`src/rtl/sva_abort_window_monitor_if.sv`:
```
// rtl/sva_abort_window_monitor_if.sv - stimulus/verdict bundle for the abort-window monitor
interface sva_abort_window_monitor_if #(
    parameter int NCH = 4,
    parameter int FCW = 8
);
    logic           dis;
    logic [NCH-1:0] req;
    logic [NCH-1:0] ack;
    logic [NCH-1:0] abort;
    logic [NCH-1:0] abort_rej;
    logic [NCH-1:0] busy;
    logic [NCH-1:0] pass;
    logic [NCH-1:0] fail;
    logic [NCH-1:0] aborted;
    logic [FCW-1:0] fail_cnt;

    modport master (
        output dis, req, ack, abort, abort_rej,
        input  busy, pass, fail, aborted, fail_cnt
    );

    modport slave (
        input  dis, req, ack, abort, abort_rej,
        output busy, pass, fail, aborted, fail_cnt
    );
endinterface

```
`src/rtl/sva_abort_window_monitor.sv`:
```
// rtl/sva_abort_window_monitor.sv - per-channel req ##[MIN:MAX] ack checker with accept/reject abort
module sva_abort_window_monitor #(
    parameter int NCH        = 4,
    parameter int MIN_DLY    = 1,
    parameter int MAX_DLY    = 10,
    parameter int SYNC_ABORT = 0,
    parameter int FCW        = 8
) (
    input  logic                       clk,
    input  logic                       rst,
    sva_abort_window_monitor_if.slave  mon
);
    localparam int CW = $clog2(MAX_DLY + 1);
    localparam int SW = ((FCW > 6) ? FCW : 6) + 1;

    typedef enum logic {
        IDLE = 1'b0,
        WAIT = 1'b1
    } state_e;

    state_e         state_q [NCH];
    state_e         state_d [NCH];
    logic [CW-1:0]  cnt_q   [NCH];
    logic [CW-1:0]  cnt_d   [NCH];

    logic [NCH-1:0] pass_q, pass_d;
    logic [NCH-1:0] fail_q, fail_d;
    logic [NCH-1:0] aborted_q, aborted_d;
    logic [NCH-1:0] abort_q;
    logic [NCH-1:0] abort_eff;
    logic [NCH-1:0] term;
    logic [NCH-1:0] busy_w;
    logic [FCW-1:0] fail_cnt_q, fail_cnt_d;
    logic [5:0]     fail_pop;
    logic [SW-1:0]  fail_sum;

    // sync_* forms see the abort one cycle late; dis also flushes the pipeline
    assign abort_eff = (SYNC_ABORT != 0) ? abort_q : mon.abort;

    always_ff @(posedge clk) begin
        if (rst) begin
            for (int i = 0; i < NCH; i++) begin
                state_q[i] <= IDLE;
                cnt_q[i]   <= '0;
            end
            pass_q     <= '0;
            fail_q     <= '0;
            aborted_q  <= '0;
            abort_q    <= '0;
            fail_cnt_q <= '0;
        end else begin
            for (int i = 0; i < NCH; i++) begin
                state_q[i] <= state_d[i];
                cnt_q[i]   <= cnt_d[i];
            end
            pass_q     <= pass_d;
            fail_q     <= fail_d;
            aborted_q  <= aborted_d;
            abort_q    <= mon.dis ? '0 : mon.abort;
            fail_cnt_q <= fail_cnt_d;
        end
    end

    always_comb begin
        pass_d    = '0;
        fail_d    = '0;
        aborted_d = '0;
        term      = '0;
        for (int i = 0; i < NCH; i++) begin
            state_d[i] = state_q[i];
            cnt_d[i]   = cnt_q[i];
            case (state_q[i])
                IDLE: begin
                    if (mon.req[i] && !mon.dis) begin
                        if (abort_eff[i]) begin
                            pass_d[i]    = !mon.abort_rej[i];
                            fail_d[i]    = mon.abort_rej[i];
                            aborted_d[i] = 1'b1;
                        end else begin
                            state_d[i] = WAIT;
                            cnt_d[i]   = CW'(1);
                        end
                    end
                end
                WAIT: begin
                    if (mon.dis) begin
                        state_d[i] = IDLE;
                    end else begin
                        if (abort_eff[i]) begin
                            pass_d[i]    = !mon.abort_rej[i];
                            fail_d[i]    = mon.abort_rej[i];
                            aborted_d[i] = 1'b1;
                            term[i]      = 1'b1;
                        end else if (mon.ack[i] && (cnt_q[i] >= CW'(MIN_DLY))) begin
                            pass_d[i] = 1'b1;
                            term[i]   = 1'b1;
                        end else if (cnt_q[i] == CW'(MAX_DLY)) begin
                            fail_d[i] = 1'b1;
                            term[i]   = 1'b1;
                        end else begin
                            cnt_d[i] = cnt_q[i] + CW'(1);
                        end
                        // a req in the deciding cycle chains straight into a new attempt
                        if (term[i]) begin
                            if (mon.req[i]) begin
                                state_d[i] = WAIT;
                                cnt_d[i]   = CW'(1);
                            end else begin
                                state_d[i] = IDLE;
                            end
                        end
                    end
                end
                default: state_d[i] = IDLE;
            endcase
        end
    end

    // counting the next-state fail vector keeps fail_cnt in step with the fail pulse
    always_comb begin
        fail_pop = '0;
        for (int i = 0; i < NCH; i++) begin
            fail_pop = fail_pop + {5'b0, fail_d[i]};
        end
        fail_sum   = SW'(fail_cnt_q) + SW'(fail_pop);
        fail_cnt_d = (fail_sum > SW'({FCW{1'b1}})) ? {FCW{1'b1}} : fail_sum[FCW-1:0];
    end

    always_comb begin
        busy_w = '0;
        for (int i = 0; i < NCH; i++) begin
            busy_w[i] = (state_q[i] == WAIT);
        end
    end

    assign mon.busy     = busy_w;
    assign mon.pass     = pass_q;
    assign mon.fail     = fail_q;
    assign mon.aborted  = aborted_q;
    assign mon.fail_cnt = fail_cnt_q;
endmodule

```
`src/flat_wrapper.sv`:
```
// flat-port wrapper written by rule: the top's interface ports become plain ports
module sva_abort_window_monitor_flat 
#(
    parameter int NCH        = 4,
    parameter int MIN_DLY    = 1,
    parameter int MAX_DLY    = 10,
    parameter int SYNC_ABORT = 0,
    parameter int FCW        = 8
)
  (clk, rst, mon_dis, mon_req, mon_ack, mon_abort, mon_abort_rej, mon_busy, mon_pass, mon_fail, mon_aborted, mon_fail_cnt);
  sva_abort_window_monitor_if #(.NCH(NCH), .FCW(FCW)) mon_i ();
  input  logic clk;
  input  logic rst;
  input wire logic [$bits(mon_i.dis)-1:0] mon_dis;
  input wire logic [$bits(mon_i.req)-1:0] mon_req;
  input wire logic [$bits(mon_i.ack)-1:0] mon_ack;
  input wire logic [$bits(mon_i.abort)-1:0] mon_abort;
  input wire logic [$bits(mon_i.abort_rej)-1:0] mon_abort_rej;
  output wire logic [$bits(mon_i.busy)-1:0] mon_busy;
  output wire logic [$bits(mon_i.pass)-1:0] mon_pass;
  output wire logic [$bits(mon_i.fail)-1:0] mon_fail;
  output wire logic [$bits(mon_i.aborted)-1:0] mon_aborted;
  output wire logic [$bits(mon_i.fail_cnt)-1:0] mon_fail_cnt;
  assign mon_i.dis = mon_dis;
  assign mon_i.req = mon_req;
  assign mon_i.ack = mon_ack;
  assign mon_i.abort = mon_abort;
  assign mon_i.abort_rej = mon_abort_rej;
  assign mon_busy = mon_i.busy;
  assign mon_pass = mon_i.pass;
  assign mon_fail = mon_i.fail;
  assign mon_aborted = mon_i.aborted;
  assign mon_fail_cnt = mon_i.fail_cnt;
  sva_abort_window_monitor #(.NCH(NCH), .MIN_DLY(MIN_DLY), .MAX_DLY(MAX_DLY), .SYNC_ABORT(SYNC_ABORT), .FCW(FCW)) u_core (.clk(clk), .rst(rst), .mon(mon_i));
endmodule
```
`config.mk`:
```
export PLATFORM = sky130hd
export DESIGN_NAME = sva_abort_window_monitor_flat
export DESIGN_NICKNAME = d
export VERILOG_FILES = /design/src/rtl/sva_abort_window_monitor_if.sv /design/src/rtl/sva_abort_window_monitor.sv /design/src/flat_wrapper.sv
export SDC_FILE = /design/constraint.sdc
export NUM_CORES = 1
export LEC_CHECK = 0
export BUFFER_PORTS_ARGS = -buffer_cell sky130_fd_sc_hd__buf_4
export CORE_UTILIZATION = 60
export CTS_CLUSTER_DIAMETER = 200
export DETAILED_ROUTE_END_ITERATION = 10
export PLACE_DENSITY = 0.85
export SKIP_CTS_REPAIR_TIMING = 1
export SYNTH_ARGS = -nofsm -noshare
export SYNTH_HDL_FRONTEND = slang
export SYNTH_SLANG_ARGS = --single-unit
```
`constraint.sdc`:
```
create_clock -name clk -period 5.5 [get_ports clk]
set_input_delay 0.55 -clock clk [delete_from_list [all_inputs] [get_ports clk]]
set_output_delay 0.55 -clock clk [all_outputs]
set_load 0.02 [all_outputs]
```
# ---- Word level (Yosys, flattened, before mapping)
# Memory sizes are Yosys's and may differ from the RTL's.
# Cells that the tools add are included.
dict set report totals {
  regBits 20
  mem_bits_rw 20
  inputBits 19
  out_inout_bits 24
  wordCells 204
  memories 2
}
dict set report classes {
  n_addsub 8
  magnitude_cmp 5
  n_eq_ne 4
  muxes 156
  n_bitwise 12
  reduce_logical 13
}
# name words word_bits rd rd_ports_with_merged_regs wr line
set mem_list {}
lappend mem_list {u_core.cnt_q 4 4 4 0 4 sva_abort_window_monitor.sv:23} ;# logic [CW-1:0] cnt_q [NCH];
lappend mem_list {u_core.state_q 4 1 4 0 4 sva_abort_window_monitor.sv:21} ;# state_e state_q [NCH];
# cell n
set ops {}
lappend ops {{$mux W4} 36}
lappend ops {{$mux W1} 99}
lappend ops {{$pmux W1 S2} 16}
lappend ops {{$pmux W4 S2} 4}
lappend ops {{$add A4 B1 Y4 const B} 4}
lappend ops {{$eq A4 B4 Y1 const B} 4}
lappend ops {{$ge A4 B1 Y1 const B} 4}
lappend ops {{$add A6 B1 Y6} 2}
lappend ops {{$add A8 B6 Y9} 1}
lappend ops {{$gt A9 B8 Y1 const B} 1}
lappend ops {{$logic_and A1 B1 Y1} 8}
lappend ops {{$mux W8} 1}
lappend ops {{$or A1 B1 Y1} 8}
lappend ops {{$logic_not A1 Y1} 5}
lappend ops {{$not A1 Y1} 4}
lappend ops {{$add A1 B1 Y2} 1}

# ---- Logic depth before layout (Yosys ltp)
# Gate-level depths: netlist of run 1.
# An unclocked memory read counts as a cell.
dict set report depth {
  depth_word 13
  depth_mapped 18
  ltp_nobuf 18
}

# ---- Worst setup path before layout of run 1
# OpenSTA, ideal clock, no wires.
dict set report synth_timing {
  path_kind {reg-to-reg}
  startpoint {memory u_core.cnt_q[0][5] (netlist name)}
  endpoint {register u_core.fail_cnt_q[6], in the netlist u_core.mon.fail_cnt[6]}
  setup_ps 132
  arrival_time_ps 3431
  t_required_ps 5368
  path_slack_ps 1937
  stages_incl_launch_ff 18
  n_path_buf 0
  synth_period_minus_slack_ps 3563
  path_cell_list {dfxtp_1 inv_1 ha_1 nor4b_1 nor2_1 o41ai_1 ha_1 inv_1 fa_1 inv_1 ha_1 inv_1 fa_1 nor2b_1 o21a_1 nand3_1 nor3b_1 nor3_1}
}
# item line
set synth_rtl {}
lappend synth_rtl {{from (decl)} sva_abort_window_monitor.sv:23}
lappend synth_rtl {{to (signal assigned)} sva_abort_window_monitor.sv:60} ;# fail_cnt_q <= fail_cnt_d;
lappend synth_rtl {{to (decl)} sva_abort_window_monitor.sv:33} ;# logic [FCW-1:0] fail_cnt_q, fail_cnt_d;

==> flow_metrics.py, run 1 <==
metrics = {
    "die": {
        "start_util_pct": 63.9,
        "fp.dieH_um": 64.9,
        "core_area_mm2": 0.00372,
        "die_area_mm2": 0.00422,
        "rows": 22,
        "io_pins": 43,
        "die_width_um": 64.9,
    },
    "hold_path": {
        "hp-class": "register to register",
        "hp-start": "u_core.cnt_q[0][15]",
        "whs_path_depth": 1,
    },
    "worst_setup_path": {
        "critical_path_depth": 17,
        "critPathMaxStageDelay_ns": 0.44,
        "startpoint_type": "register",
        "crit_chain": "inv_1 > ha_1 > nor4b_1 > nor2_1 > o41ai_1 > ha_1 > inv_1 > fa_1 > inv_1 > ha_1 > inv_1 > fa_1 > nor2b_1 > o21a_1 > nand3_1 > nor3b_1 > nor3_1",
        "critPathLaunch": "u_core.cnt_q[0][5]",
        "crit_arrival_ns": 4.04,
        "cp_common_cell": "inv_1",
        "worstSetupPathType": "register to register",
        "r2r_start": "u_core.cnt_q[0][5]",
        "cp_top_family": "adder cells",
        "required_ns": 5.67,
        "slowest_stage": "o41ai_1",
        "r2r_cells": 17,
        "critPathCaptureType": "register",
        "cp_max_fo": 6,
        "path_buf_inv": 4,
    },
    "timing": {
        "max_clock_freq_mhz": 258,
        "hold_viol": 0,
        "setup_viol": 0,
        "rsz0062_at_grt": "no",
        "whs_ns": 0.513,
        "fin_crit_ns": 3.87,
        "worst_slew_margin_rel_pct": 72.4,
        "worstMarginPinSlew_ns": 0.409,
        "fin_tns_setup_ns": 0,
        "finClkSkew_ns": 0.00901,
        "finalCritPeriodShare_pct": 70.3,
        "maxSlewViolCount": 0,
    },
    "cts": {
        "insertion_delay_ns": 0.29,
        "cts_root_buf": "clkbuf_8",
        "clock_path_buffers": 2,
        "htree_levels": 2,
        "clock-sinks": 40,
        "path_clk_slew_ns": 0.08,
        "cts_tree": "built",
        "cts_buffers": 5,
    },
    "route": {
        "vias_per_cell": 5.91,
        "ant_nets": 0,
        "wl_per_cell_um": 14.2,
        "first_pass_iters": 5,
        "route.detailed.drc": 0,
        "vias": 2238,
        "wl_um": 5370,
        "drt_iter0_drc": 199,
    },
    "synthesis": {
        "syn-num-nets": 334,
        "yosysUniqueCellTypes": 55,
        "synth_area_per_cell_um2": 8.14,
        "netlist.area_leader.share_pct": 33.7,
        "synthCells": 292,
        "ys_ff_latch": 40,
        "syn-cell-area_mm2": 0.00238,
        "ys.flop_type": "dfxtp_1",
        "synth_area_leader_cell": "dfxtp_1",
        "ys.warnings.count": 0,
        "synth-edff-count": 0,
        "yosysSeqAreaShare_pct": 33.7,
        "async_reset_ff_share_pct": 0,
        "synthTopCellsByArea": "dfxtp_1, ha_1, nor2_1, a21oi_1, inv_1",
    },
    "placement": {
        "hpwlAfterDp_um": 3940,
        "place_congestion": 0.892,
        "portBuffers": 42,
    },
    "final_layout": {
        "nets": 373,
        "n_antenna_cell": 0,
        "fillers": 296,
        "final_layout_size_suffix_gt1_share_pct": 17.8,
        "final_cell_mix": "buf_4, dfxtp_1, nor2_1",
        "final_common_cell": "buf_4",
        "area_delta_synth_final_pct": 19.6,
    },
    "grt": {
        "track_usage_pct": 27.4,
        "grt_max_degree": 36,
        "grt_antenna_before_repair": 0,
        "grt_pass1_wl_um": 9090,
        "first_global_vias": 2040,
        "overflow": 0,
    },
    "power_and_ir_drop": {
        "p_per_area_mw_per_mm2": 240,
        "power.leakage_nw": 1.20,
        "vdd_drop_max_v": 0.000177,
    },
    "run_status": {
        "status": "completed",
    },
    "run": {
        "timing.max_cap.violations": 0,
    },
}
[flip-flops by register name, summed over array words and instances (netlist names)]
| signal | flops |
|---|---|
| u_core.mon.aborted | 4 |
| u_core.mon.fail | 4 |
| u_core.mon.pass | 4 |
| u_core.cnt_q | 16 |
| u_core.state_q | 4 |
| u_core.mon.fail_cnt | 8 |
[per-stage QoR]
step	utilization, %	power (mW)	instance area, um2	setup slack, ns	cells
final	76.5	0.683	2840	1.63	379
after global routing	76.5	0.711	2840	1.27	379
after CTS	76.5	0.687	2840	1.61	379
after detailed placement	73.0	0.407	2710	1.62	372
after global placement	73.0	0.406	2710	1.77	372
after floorplan	-	0.373	2380	1.94	292
[area by class of cell]
cell class              instances  area, um2  share of cell area, %
inverters                      26       97.6                   3.43
clock buffers                   5       68.8                   2.42
repair buffers                 42        315                   11.1
clock inverters                 2       60.1                   2.11
flip-flops and latches         40        801                   28.2
well taps                      48       60.1                   2.11
multi-input cells             216       1440                   50.6
[routing by layer]
metal | GRT usage [%] | part of all wire [%] | vias up
met1 | 35.4 | 46 | 1026
met5 | 0 | 0 | -
met2 | 44.4 | 47 | 77
li1 | - | - | 1131
met3 | 6.69 | 5.8 | 4
met4 | 9.17 | 0.71 | 0
[worst reg2reg max path, delay by kind of cell, from the launching register on]
| family | cells | cell delay, ns |
|---|---|---|
| fa+ha+maj | 5 | 1.43 |
| flops | 1 | 0.40 |
| simple gates | 6 | 0.98 |
| compound gates | 2 | 0.65 |
| buf+inv | 4 | 0.28 |
[worst paths after layout]
check | end | slack (ns)
max | u_core.mon.fail_cnt[6] | 1.63
max reg2reg | u_core.mon.fail_cnt[6] | 1.63
min reg2reg | u_core.cnt_q[0][15] | 0.51
min | u_core.cnt_q[0][15] | 0.51
[cell families (layout without fill, tap and decap cells)]
kind of cell | Yosys count | in the layout | synth area share (%)
muxes | 1 | 1 | 0.474
DFF | 40 | 40 | 33.7
and+or+nand+nor | 106 | 106 | 22.9
xor gates and xnor gates | 4 | 4 | 1.47
adders and majority gates | 23 | 23 | 12.7
buffers and inverters | 36 | 75 | 5.74
AOI/OAI and AO/OA | 82 | 82 | 23.0
[power by group]
part | switching, mW | leakage (nW) | internal, mW
sequential | 0.00826 | 0.324 | 0.297
clock | 0.102 | 0.0642 | 0.179
combinational | 0.0570 | 0.815 | 0.0402
[synthesized netlist by cell type, types with 3 or more instances]
cell,count
o21ai_0,6
a211oi_1,4
nor3_1,11
ha_1,21
dfxtp_1,40
nor2_1,38
o21a_1,5
clkbuf_1,9
inv_1,26
nand4_1,4
a21oi_1,28
a311oi_1,4
nand2b_1,4
nor2b_1,6
o21ai_1,3
nand2_1,18
a31oi_1,8
nand3_1,8
Note: power is estimated with default switching activity, not from simulation.
==> inputs of run 2 (changes only) <==
Settings changed: ABC_AREA set to 1, CORE_UTILIZATION 60 to 51, PLACE_DENSITY 0.85 to 0.76.
Clock period 5.5 ns to 3.2 ns, I/O delays scaled along.
==> flow_metrics.py, run 2 <==
metrics = {
    "worst_setup_path": {
        "critPathLaunch": "u_core.cnt_q[0][0]",
        "worstSetupPathType": "register to register",
        "crit_end": "u_core.mon.fail_cnt[4]",
        "reg2reg_to": "u_core.mon.fail_cnt[4]",
        "required_ns": 3.36,
        "r2r_cells": 21,
        "cp_max_fo": 4,
        "r2r_start": "u_core.cnt_q[0][0]",
        "startpoint_type": "register",
        "critPathCaptureType": "register",
        "crit_arrival_ns": 3.63,
        "r2r_slack_ns": -0.27,
    },
    "route": {
        "first_pass_iters": 5,
        "vias": 2722,
        "ant_nets": 0,
        "vias_per_cell": 5.17,
        "wl_per_cell_um": 11.7,
        "drt_iter0_drc": 192,
        "wl_um": 6180,
        "route.detailed.drc": 0,
    },
    "grt": {
        "track_usage_pct": 24.0,
        "grt_max_degree": 33,
        "grt.busiest_layer": "met2",
        "first_global_vias": 2392,
        "overflow": 0,
        "grtUsageMet1_pct": 29.5,
        "use_met3_pct": 3.47,
        "use_met2_pct": 43.2,
        "grt_antenna_before_repair": 0,
        "grt_pass1_wl_um": 9980,
    },
    "die": {
        "rows": 25,
        "core_area_mm2": 0.00472,
        "io_pins": 43,
        "die_area_mm2": 0.00519,
        "fp.dieH_um": 72.0,
        "die_width_um": 72.0,
        "start_util_pct": 53.0,
    },
    "synthesis": {
        "synthTopCellsByArea": "dfxtp_1, nand2_1, ha_1, inv_1, a21oi_1",
        "ys.flop_type": "dfxtp_1",
        "ys_ff_latch": 40,
        "synth-edff-count": 0,
        "yosysUniqueCellTypes": 29,
        "syn-cell-area_mm2": 0.00250,
        "synth_area_per_cell_um2": 6.69,
        "synth_area_leader_cell": "dfxtp_1",
        "synth.most_common_cell": "nand2_1",
        "yosysSeqAreaShare_pct": 32.0,
        "netlist.area_leader.share_pct": 32.0,
        "synthCells": 374,
        "syn-num-nets": 416,
        "async_reset_ff_share_pct": 0,
        "ys.warnings.count": 0,
        "synth_common_cells": "nand2_1, inv_1, dfxtp_1",
    },
    "cts": {
        "cts_root_buf": "clkbuf_8",
        "insertion_delay_ns": 0.29,
        "cts_tree": "built",
        "clock_path_buffers": 2,
        "path_clk_slew_ns": 0.08,
        "clock-sinks": 40,
        "cts_buffers": 5,
        "htree_levels": 2,
    },
    "final_layout": {
        "fin_cells": 527,
        "fin_util_pct": 71.5,
        "finalInstanceArea_mm2": 0.00338,
        "final_common_cell": "nand2_1",
        "nets": 502,
        "largest_reg_flops": 16,
        "area_delta_synth_final_pct": 35.0,
        "largest-register": "u_core.cnt_q",
        "final_layout_size_suffix_gt1_share_pct": 26.3,
        "final_cell_mix": "nand2_1, buf_4, inv_1",
        "n_antenna_cell": 0,
        "fillers": 377,
    },
    "run_status": {
        "status": "finished, violations left",
        "violations": "negative setup slack",
    },
    "timing": {
        "finalCritPeriodShare_pct": 108,
        "max_clock_freq_mhz": 288,
        "maxSlewViolCount": 0,
        "rsz0062_at_grt": "yes",
        "setup_viol": 8,
        "finClkSkew_ns": 0.00669,
        "fin_ws_ns": -0.270,
        "worstMarginPinSlew_ns": 0.426,
        "hold_viol": 0,
        "worst_slew_margin_rel_pct": 71.3,
        "fin_crit_ns": 3.47,
        "whs_ns": 0.229,
    },
    "hold_path": {
        "hp-class": "input pin to register",
    },
    "placement": {
        "hpwlAfterDp_um": 4590,
        "placed_area_mm2": 0.00319,
        "portBuffers": 42,
        "dp_cells": 518,
        "place_congestion": 0.894,
    },
    "power_and_ir_drop": {
        "power.leakage_nw": 1.61,
        "p_per_area_mw_per_mm2": 332,
        "vdd_drop_max_v": 0.000260,
    },
    "run": {
        "timing.max_cap.violations": 0,
    },
}
-- run 2: changes by cell type after synthesis, moves of 3 or more --
cell / previous run / this run
a21oi_1: 28 / 35
a311oi_1: 4 / 0
a31oi_1: 8 / 1
clkbuf_1: 9 / 3
inv_1: 26 / 56
nand2_1: 18 / 101
nand2b_1: 4 / 0
nand3_1: 8 / 35
nor2_1: 38 / 23
nor2b_1: 6 / 0
o21a_1: 5 / 0
o21ai_0: 6 / 13
xor2_1: 2 / 5
-- run 2: worst max-delay path: stages, from the launching register on --
cell and delay, ns:
dfxtp_4 0.37, inv_4 0.07, ha_4 0.12, inv_2 0.03, nor2_2 0.08, nand2_1 0.06, nand2_2 0.07, nand2_2 0.05
or3_4 0.38, nand2_4 0.07, ha_4 0.19, inv_2 0.05, fa_1 0.38, inv_1 0.07, ha_2 0.17, inv_2 0.04
fa_2 0.36, or2_4 0.27, a21oi_4 0.17, buf_6 0.13, xor2_1 0.13, a21oi_1 0.07
-- run 2: routing by layer --
metal | vias up | wire length (um)
met5 | - | 0
met1 | 1226 | 2770
met4 | 0 | 80
met2 | 108 | 2990
met3 | 12 | 336
li1 | 1376 | -
-- run 2: cell type report --
type / instances / area (um2) / area share, %
flip-flops and latches: 40 / 808 / 23.9
multi-input cells: 272 / 1540 / 45.6
clock buffers: 7 / 96.3 / 2.85
well taps: 67 / 83.8 / 2.48
repair buffers: 83 / 627 / 18.6
inverters: 58 / 223 / 6.60
-- run 2: per-stage QoR --
step | total power [mW] | TNS (ns) | worst slack, ns
6_report | 1.12 | -1.89 | -0.270
5_1_grt | 1.18 | -3.65 | -0.500
4_1_cts | 1.12 | -2.17 | -0.314
3_5_place_dp | 0.759 | -2.00 | -0.295
3_3_place_gp | 0.753 | -1.21 | -0.189
2_1_floorplan | 0.656 | -0.574 | -0.141
-- run 2: worst min-delay path by stage --
stage | end | cells past startpoint | slack (ns) | start
6_report | u_core.mon.pass[2] | 2 | 0.23 | mon_abort_rej[2]
5_1_grt | u_core.mon.pass[2] | 2 | 0.23 | mon_abort_rej[2]
4_1_cts | u_core.mon.pass[2] | 2 | 0.22 | mon_abort_rej[2]
3_5_place_dp | u_core.cnt_q[0][3] | 2 | 0.50 | u_core.cnt_q[0][3]
3_3_place_gp | u_core.cnt_q[0][10] | 2 | 0.49 | u_core.cnt_q[0][10]
2_1_floorplan | u_core.mon.aborted[2] | 1 | 0.41 | rst
-- run 2: cell families after synthesis --
| logic type | synth area share (%) |
|---|---|
| DFF | 32.0 |
| xor gates and xnor gates | 1.75 |
| adders and majority gates | 12.1 |
| buffers and inverters | 9.35 |
| and+or+nand+nor | 32.0 |
| AOI/OAI and AO/OA | 12.8 |
-- run 2: power breakdown --
group | switching [mW] | internal [mW]
clock network | 0.168 | 0.192
registers | 0.0116 | 0.513
logic | 0.132 | 0.103
total | 0.312 | 0.809
